$ cat config.mk
export PLATFORM = sky130hd
export DESIGN_NAME = return_address_stack
export DESIGN_NICKNAME = d
export VERILOG_FILES = /design/src/rtl/return_address_stack.sv
export SDC_FILE = /design/constraint.sdc
export NUM_CORES = 1
export LEC_CHECK = 0
export CAP_MARGIN = 20
export CORE_MARGIN = 2
export CORE_UTILIZATION = 56
export CTS_CLUSTER_SIZE = 12
export DETAILED_ROUTE_END_ITERATION = 12
export GPL_TIMING_DRIVEN = 0
export PLACE_DENSITY = 0.78
export SETUP_SLACK_MARGIN = 0.1
export SYNTH_ARGS = -nofsm -noshare
export SYNTH_HDL_FRONTEND = slang
export SYNTH_SLANG_ARGS = --single-unit
$ cat constraint.sdc
create_clock -name clk -period 3.2 [get_ports clk]
set_input_delay 0.48 -clock clk [delete_from_list [all_inputs] [get_ports clk]]
set_output_delay 0.48 -clock clk [all_outputs]
set_load 0.02 [all_outputs]
$ cat src/rtl/return_address_stack.sv
// rtl/return_address_stack.sv - hardware call/return stack for the 8-bit sequencer
//
// Purpose: LIFO of return addresses.
//   PUSH stores an address. POP discards the top entry.
//   RETURN presents the top entry on top_val for the current cycle and pops it at the next edge.
//   Sticky overflow/underflow flags record misuse.
// Optional feature: define RAS_WRAP_EN to make the stack circular.
//   A PUSH while full then overwrites the oldest entry.
//   Without the macro, a PUSH while full is dropped.
// Ports:
//   clk          in   rising-edge clock
//   rst_n        in   asynchronous active-low reset
//   stack_ctl    in   0=NOP 1=PUSH 2=POP 3=RETURN
//   stall        in   hold all stack state this cycle; err_clr still honoured
//   ret_addr_in  in   address pushed on PUSH
//   err_clr      in   clear sticky flags; a same-cycle new error wins
//   top_val      out  current top entry, 0 when empty
//   count        out  number of valid entries, 0..DEPTH
//   empty        out  count == 0
//   full         out  count == DEPTH
//   overflow     out  sticky: PUSH attempted while full
//   underflow    out  sticky: POP/RETURN attempted while empty
module return_address_stack #(
    parameter int ADDR_W = 8,
    parameter int DEPTH  = 8
) (
    input  logic                        clk,
    input  logic                        rst_n,
    input  logic [1:0]                  stack_ctl,
    input  logic                        stall,
    input  logic [ADDR_W-1:0]           ret_addr_in,
    input  logic                        err_clr,
    output logic [ADDR_W-1:0]           top_val,
    output logic [$clog2(DEPTH):0]      count,
    output logic                        empty,
    output logic                        full,
    output logic                        overflow,
    output logic                        underflow
);
    localparam int PTR_W = $clog2(DEPTH);
    localparam logic [PTR_W:0]   FULL_CNT = (PTR_W+1)'(DEPTH);
    localparam logic [PTR_W-1:0] PTR_ONE  = PTR_W'(1);
    localparam logic [PTR_W:0]   CNT_ONE  = (PTR_W+1)'(1);

    localparam logic [1:0] CTL_PUSH   = 2'd1;
    localparam logic [1:0] CTL_POP    = 2'd2;
    localparam logic [1:0] CTL_RETURN = 2'd3;

    logic [ADDR_W-1:0] mem [DEPTH];
    logic [PTR_W-1:0]  sp;      // next free slot; top entry lives at sp-1

    logic is_push, is_pop;
    logic do_push, do_pop;
    logic push_full, pop_empty;
    logic mem_we;

    assign empty = (count == '0);
    assign full  = (count == FULL_CNT);

    // Top comes from registered state only; no path from stack_ctl.
    assign top_val = empty ? '0 : mem[sp - PTR_ONE];

    assign is_push   = !stall && (stack_ctl == CTL_PUSH);
    assign is_pop    = !stall && ((stack_ctl == CTL_POP) || (stack_ctl == CTL_RETURN));
    assign push_full = is_push && full;
    assign pop_empty = is_pop && empty;
    assign do_pop    = is_pop && !empty;

`ifdef RAS_WRAP_EN
    // Circular: a push always lands, overwriting the oldest slot when full.
    assign do_push = is_push;
`else
    assign do_push = is_push && !full;
`endif
    assign mem_we = do_push;

    // Storage holds no reset; contents are only observed through valid entries.
    always_ff @(posedge clk) begin
        if (mem_we) begin
            mem[sp] <= ret_addr_in;
        end
    end

    always_ff @(posedge clk or negedge rst_n) begin
        if (!rst_n) begin
            sp    <= '0;
            count <= '0;
        end else if (do_push) begin
            sp <= sp + PTR_ONE;
            if (!full) begin
                count <= count + CNT_ONE;
            end
        end else if (do_pop) begin
            sp    <= sp - PTR_ONE;
            count <= count - CNT_ONE;
        end
    end

    // A new error in the same cycle as err_clr leaves the flag set.
    always_ff @(posedge clk or negedge rst_n) begin
        if (!rst_n) begin
            overflow  <= 1'b0;
            underflow <= 1'b0;
        end else begin
            overflow  <= (overflow  && !err_clr) || push_full;
            underflow <= (underflow && !err_clr) || pop_empty;
        end
    end
endmodule
# After elaboration in Yosys (flattened, before gate mapping)
# Memory sizes are Yosys's and may differ from the RTL's.
# Index checks and enable logic that the tools add are counted.
totals:
  register_bits: 9
  ram_bits: 64
  input_bits: 14
  output_inout_bits: 16
  word_cells: 40
  mem_count: 1
classes:
  add_sub_neg: 4
  n_eq_ne: 5
  n_mux: 8
  reduce_logical: 18
mem_list:
  columns: ["name", "depth", "width", "read_ports", "rd_clocked_by_memory_dff", "wr", "line", "rtl"]
  rows:
  - ["mem", 8, 8, 1, 0, 1, "49", "logic [ADDR_W-1:0] mem [DEPTH];"]
op_table:
  columns: ["op", "n"]
  rows:
  - ["two-way mux 4 bit", 3]
  - ["logical AND 1 bit", 8]
  - ["two-way mux 8 bit", 1]
  - ["two-way mux 3 bit", 2]
  - ["adder 4 x 1 -> 4 bit (second input constant)", 1]
  - ["== test 2 bit (second input constant)", 2]
  - ["== test 4 bit (second input constant)", 1]
  - ["zero test 1 bit", 4]
  - ["zero test 4 bit", 1]
  - ["subtractor 4 x 1 -> 4 bit (second input constant)", 1]
  - ["adder 3 x 1 -> 3 bit (second input constant)", 1]
  - ["logical OR 1 bit", 3]
  - ["subtractor 3 x 1 -> 3 bit (second input constant)", 1]
  - ["== test 2 x 1 -> 1 bit (second input constant)", 1]
  - ["two-way mux 1 bit", 2]
  - ["!= test 2 bit (second input constant)", 1]
  - ["AND reduction 2 bit", 1]
  - ["nonzero test 2 bit", 1]

# Depth between registers and ports, before layout
depth:
  word_depth: 6
  mapped_depth: 10
  depth_no_buf: 9

# Least setup slack after synthesis
# No wires, ideal clock.
synth_timing:
  kind: "register to output"
  startpoint: "register sp[0]"
  endpoint: "output port top_val[3]"
  t_arrival_ps: 2186
  slack_ps: 534
  stages_incl_launch_ff: 9
  path_buffers: 3
  path_cell_list: "dfrtp_1 -> buf_2 -> inv_1 -> ha_1 -> clkbuf_1 -> buf_2 -> mux4_2 -> nand2_1 -> a21oi_1"
synth_via:
  elab_chain_len: 3
synth_rtl:
  columns: ["item", "line", "rtl"]
  rows:
  - ["start: declaration", "50", "logic [PTR_W-1:0] sp;"]
  - ["start signal: assignment", "89", "sp <= sp + PTR_ONE;"]
  - ["start signal: assignment", "94", "sp <= sp - PTR_ONE;"]
  - ["subtractor 3 x 1 -> 3 bit", "61", "assign top_val = empty ? '0 : mem[sp - PTR_ONE];"]
  - ["memory (8 x 8 bit)", null, null]
  - ["two-way mux 8 bit", "61", null]
  - ["end: declaration", "33", "output logic [ADDR_W-1:0] top_val,"]
# No other way between the ends.

# Final worst setup path
layout_timing:
  startpoint: "register count[1]"
  endpoint: "output port empty"
layout_via:
  elab_chain_len: 1
layout_rtl:
  columns: ["item", "line", "rtl"]
  rows:
  - ["start: declaration", "34", "output logic [$clog2(DEPTH):0] count,"]
  - ["start signal: assignment", "91", "count <= count + CNT_ONE;"]
  - ["start signal: assignment", "95", "count <= count - CNT_ONE;"]
  - ["zero test 4 bit", "57", "assign empty = (count == '0);"]
  - ["end: declaration", "35", "output logic empty,"]
# No other way between the ends.

==> run metrics <==
Max Freq=345 MHz; Req. time, crit path=2.72 ns; syn_area_per_cell=16.6 µm²; # Max-Cap Violations=0; Overflow after GRT=0; Post-synth EDFFs=64; asr flop ratio synth=12.3%; fraction of final layout cells sized beyond drive strength 1=22.3%; via count=1746; Gate Count Post-Synth=186; post-route insts no fill=305; slowest cell on the critical path=clkdlybuf4s50_1; final period utilization=90.7%; DR WL/cell=19.3 µm; post-route ant nets=0; CP peak stage delay=0.66 ns; Data arrival, critical path=2.42 ns; P&R area growth vs syn=20.1%; WS Path Type=reg -> out; maximum VDD drop=481 µV; detailed-router iteration count before antenna repair=4; final WL=5.88 mm; Final GP Congestion=0.834; crit-path cells=buf_6 -> nor4_1 -> buf_2 -> clkdlybuf4s50_1; Final Worst Setup Slack=0.298 ns; vias per std cell=5.72; Fill cells=376; Netlist cell types=36; total CTS buffers=9; largest net degree at the start of global routing=13; Post-Syn Area=3090 µm²; htree depth=3; Clock Tree Root=clkbuf_8; row count=27; io pins=30; final setup fails=0; Initial Util=57.1%; Max clock buf depth=2; RSZ-0062 raised after global routing=no; Worst setup SP type=flip-flop; commonest cells after routing, fill and taps aside=edfxtp_1, clkdlybuf4s50_1, nand2_1, mux4_2; first-pass GRT wire length=9.23 mm; die area=6120 µm²; Seq/Total Area, Yosys=69.6%; Post-Place Setup Slack=-0.433 ns; Core Area=5410 µm²; final-report hold violation count=0; DIE WIDTH=78.2 µm; Synth warnings=0; Remaining DRCs=0; leakage power=0.00127 µW; post-DP HPWL=3.85 mm; Overall Global Routing Usage=21.3%; antenna violations before repair=0; outcome=finished clean; predominant post-synthesis flop cell=edfxtp_1; commonest non-fill, non-tap cell in the layout=edfxtp_1; crit end category=primary output; Hold Crit Class=in -> async; slew margin rel.=36.7%; vias in the first global route=1717; clk sinks=73; height of the die=78.2 µm; clock input transition at the sequential cells of the worst setup and hold paths=0.07 ns; Clk Latency, worst-skew pair=0.35 ns; worst-margin pin slew=0.945 ns; number of synthesized register bits=73; final-report max-slew violation count=0; critical path peak fanout=10; ANT cells=0; syn_nets=204; dpl cells=290; Power Dens Cells=936 nW/µm²; Buffers on Ports=29; Period minus WS final=2.90 ns; initial DRC count=91; CTS tree=built; NumNets Final=246; Worst Skew=0.00981 ns
-- cells by family (layout without fill, tap and decap cells) --
logic type,after synthesis,after routing,share of synthesized area (%)
fa+ha+maj,4,4,1.62
buf+inv,16,63,2.72
flops,73,73,69.6
xor+xnor,7,7,1.99
simple gates,46,46,7.70
compound gates,24,24,4.74
mux,16,16,11.7
-- stage by stage --
step | hold slack [ns] | total power (µW) | utilization, % | area [µm²] | TNS [ns]
5_1_grt | 0.445 | 3670 | 68.6 | 3710 | 0
6_report | 0.433 | 3470 | 68.6 | 3710 | 0
3_3_place_gp | 0.518 | 2840 | 64.1 | 3470 | -9.03
4_1_cts | 0.440 | 3470 | 68.4 | 3700 | 0
3_5_place_dp | 0.528 | 2870 | 64.8 | 3500 | -3.32
2_1_floorplan | 0.184 | 2270 | - | 3090 | 0
-- final timing paths --
check,from,to,slack [ns],cells after the start
min in group clk,underflow,underflow,0.53,2
min,rst_n,count[2],0.43,1
max in group asynchronous,rst_n,sp[0],2.43,1
max reg2reg,count[0],mem[2][0],0.84,6
min reg2reg,underflow,underflow,0.53,2
max,count[1],empty,0.30,4
-- layer usage --
layer  up-vias  wire length [µm]  global-route usage [%]
met4         0                80                    8.07
met1       867              2460                    28.1
li1        805                 -                       -
met2        69              2960                    34.4
met3         5               378                    5.63
met5         -                 0                       0
-- synth_stat cells (all sizes together) (4+ instances only) --
cell / n / share of area, %
buf: 6 / 1.3
ha: 4 / 1.6
xnor2: 4 / 1.1
nand2: 20 / 2.4
nor2: 7 / 1.1
edfxtp: 64 / 62
dfrtp: 9 / 7.3
mux4: 16 / 12
inv: 8 / 1.1
nor3: 6 / 0.97
a21oi: 11 / 1.8
-- timing repair --
item	in CTS	in global routing
pin swaps	0	0
endpoints found under the setup margin	8	8
resized for setup	15	2
buffers inserted	0	0
hold buffers	0	0
-- final cells by class --
type | instances | area, µm² | area share (%)
clock inverters | 2 | 13.8 | 0.371
clock buffers | 14 | 163 | 4.39
repair buffers | 32 | 300 | 8.10
plain buffers | 6 | 51.3 | 1.38
flip-flops and latches | 73 | 2150 | 57.9
inverters | 9 | 41.3 | 1.11
well taps | 72 | 90.1 | 2.43
multi-input cells | 97 | 900 | 24.3
-- registers in the layout, summed over array words and instances, names as in the netlist --
| name | flops |
|---|---|
| count | 4 |
| mem | 64 |
| overflow | 1 |
| sp | 3 |
| underflow | 1 |
-- worst max-delay path: cells and delay by family (launching register included) --
kind | cells | cell delay [ns]
simple gates | 1 | 0.51
flops | 1 | 0.39
buf+inv | 3 | 1.18
-- where the power goes --
group          internal (µW)  switching (µW)
Clock                    325             316
Combinational            739             888
Sequential              1120            82.7
Note: power is estimated with default switching activity, not from simulation.
==> edit, RTL diff (same settings) <==
Build with the macro `RAS_WRAP_EN` defined.
--- a/src/rtl/return_address_stack.sv
+++ b/src/rtl/return_address_stack.sv
@@ -22,2 +22,4 @@
 //   underflow    out  sticky: POP/RETURN attempted while empty
+`define RAS_WRAP_EN
+
 module return_address_stack #(
Check against the original RTL: not equivalent (Yosys sat finds a counterexample within 10 cycles, from zero or initial values and one cycle with rst_n low).
==> edit against the unedited design <==
- sequential share of layout area fell by 0.44 points
- power is 7.0% higher
- global-route usage increased by 1.7 points
- count of clock-buffer cells in the layout shrank 4
- critical path depth up 5
- wire length up 5.4%
- setup slack got worse by 33 ps
- non-clock buffer count rose by 4
- synthesized area is 1.9% lower
- design area grew 0.71%
- sequential cell count is the same
==> edit: results <==
export IMPL_status="complete, no violations"
export IMPL_worst_pin_slew_ps=897
export IMPL_gp_congestion=0.775
export IMPL_synth_distinct_cells=33
export IMPL_leakage_nw=1.29
export IMPL_cp_slowest_stage_delay_ps=360
export IMPL_synth_main_ff_cell="edfxtp_1"
export IMPL_dp_hpwl_um=4200
export IMPL_peakVddDrop_mv=0.592
export IMPL_placed_area_um2=3450
export IMPL_numCtsBuffers=9
export IMPL_vias=1759
export IMPL_critPathArrivalTime_ps=2450
export IMPL_final_nets=239
export IMPL_grt_pass1_vias=1878
export IMPL_dp_slack_ps=-507
export IMPL_yosys_top_cells_count="edfxtp_1, nand2_1, mux4_2, a21oi_1, dfrtp_1"
export IMPL_track_usage_pct=23.0
export IMPL_antenna_found_initial=0
export IMPL_drtIter0Drc=143
export IMPL_grt_first_pass_wirelength_um=9910
export IMPL_crit_path_top_delay_cell="dfrtp_1"
export IMPL_drive_gt1_share_pct=25.2
export IMPL_synth_seq_area_share_pct=70.9
export IMPL_post_drt_wl_per_cell_um=20.9
export IMPL_ys_top_cells_by_area="edfxtp_1, mux4_2, dfrtp_1"
export IMPL_synth_nets=192
export IMPL_async_reset_ff_share_pct=12.3
export IMPL_finClkSkew_ps=9.11
[edit: changes by cell type in the layout (fill, tap and decap cells not counted), moves of 3 or more]
cell and delta:
buf_2 -3, buf_4 +6, bufinv_16 +3, dlygate4sd2_1 -5
[edit: what timing repair did]
item | CTS | global route
resized for setup | 21 | 4
setup endpoints to repair | 8 | 8
pin swaps | 0 | 1
buffers inserted | 0 | 3
[edit: final cells by class]
class | instances | area, um2
Clock inverter | 6 | 106
Multi-Input combinational cell | 88 | 857
Sequential cell | 73 | 2150
Timing Repair Buffer | 37 | 338
Inverter | 7 | 28.8
Buffer | 5 | 41.3
Clock buffer | 10 | 128
Fill cell | 305 | 1440
Tap cell | 70 | 87.6
[edit: path summary, 6_finish.rpt]
path	from	to	slack, ps	depth (start not counted)
worst max-delay path	sp[0]$_DFFE_PN0P_	top_val[5]	270	9
worst min-delay path	rst_n	underflow$_DFF_PN0_	430	1
worst max register to register	sp[2]$_DFFE_PN0P_	mem[2][6]$_DFFE_PP_	1040	4
worst min register to register	overflow$_DFF_PN0_	overflow$_DFF_PN0_	570	2
max in group asynchronous	rst_n	overflow$_DFF_PN0_	2480	1
min in group clk	overflow$_DFF_PN0_	overflow$_DFF_PN0_	570	2
[edit: worst reg2reg max path, stage by stage (launching register included)]
cell	delay (ps)
dfrtp_1	370
clkbuf_1	250
nand2b_1	250
nor3_1	700
buf_4	290
[edit: logic make-up after synthesis]
kind of cell / Yosys count / synth area share, %
AOI/OAI and AO/OA: 22 / 4.63
xor gates and xnor gates: 7 / 2.02
adders and majority gates: 4 / 1.65
buffers and inverters: 13 / 1.94
DFF: 73 / 70.9
muxes: 18 / 12.6
and+or+nand+nor: 37 / 6.24
[edit: metrics by stage]
stage | total power, mW | hold slack (ps) | cells | TNS, ps
final | 3.71 | 431 | 296 | 0
after global routing | 3.89 | 458 | 296 | 0
after CTS | 3.69 | 427 | 293 | 0
after detailed placement | 2.84 | 566 | 278 | -3640
after global placement | 2.78 | 517 | 273 | -4900
after floorplan | 2.22 | 184 | 174 | 0
[edit: routing by layer]
| metal | up-vias | global-route usage (%) | wire (um) |
|---|---|---|---|
| li1 | 769 | - | - |
| met4 | 0 | 14.1 | 200 |
| met1 | 885 | 28.2 | 2360 |
| met2 | 83 | 36.0 | 3220 |
| met5 | - | 0 | 0 |
| met3 | 22 | 7.09 | 418 |
[edit: where the power goes]
| part | total (mW) | internal (mW) | switching, mW |
|---|---|---|---|
| clock network | 0.842 | 0.514 | 0.328 |
| registers | 1.19 | 1.12 | 0.0718 |
| logic | 1.68 | 0.765 | 0.919 |
| total | 3.71 | 2.40 | 1.32 |
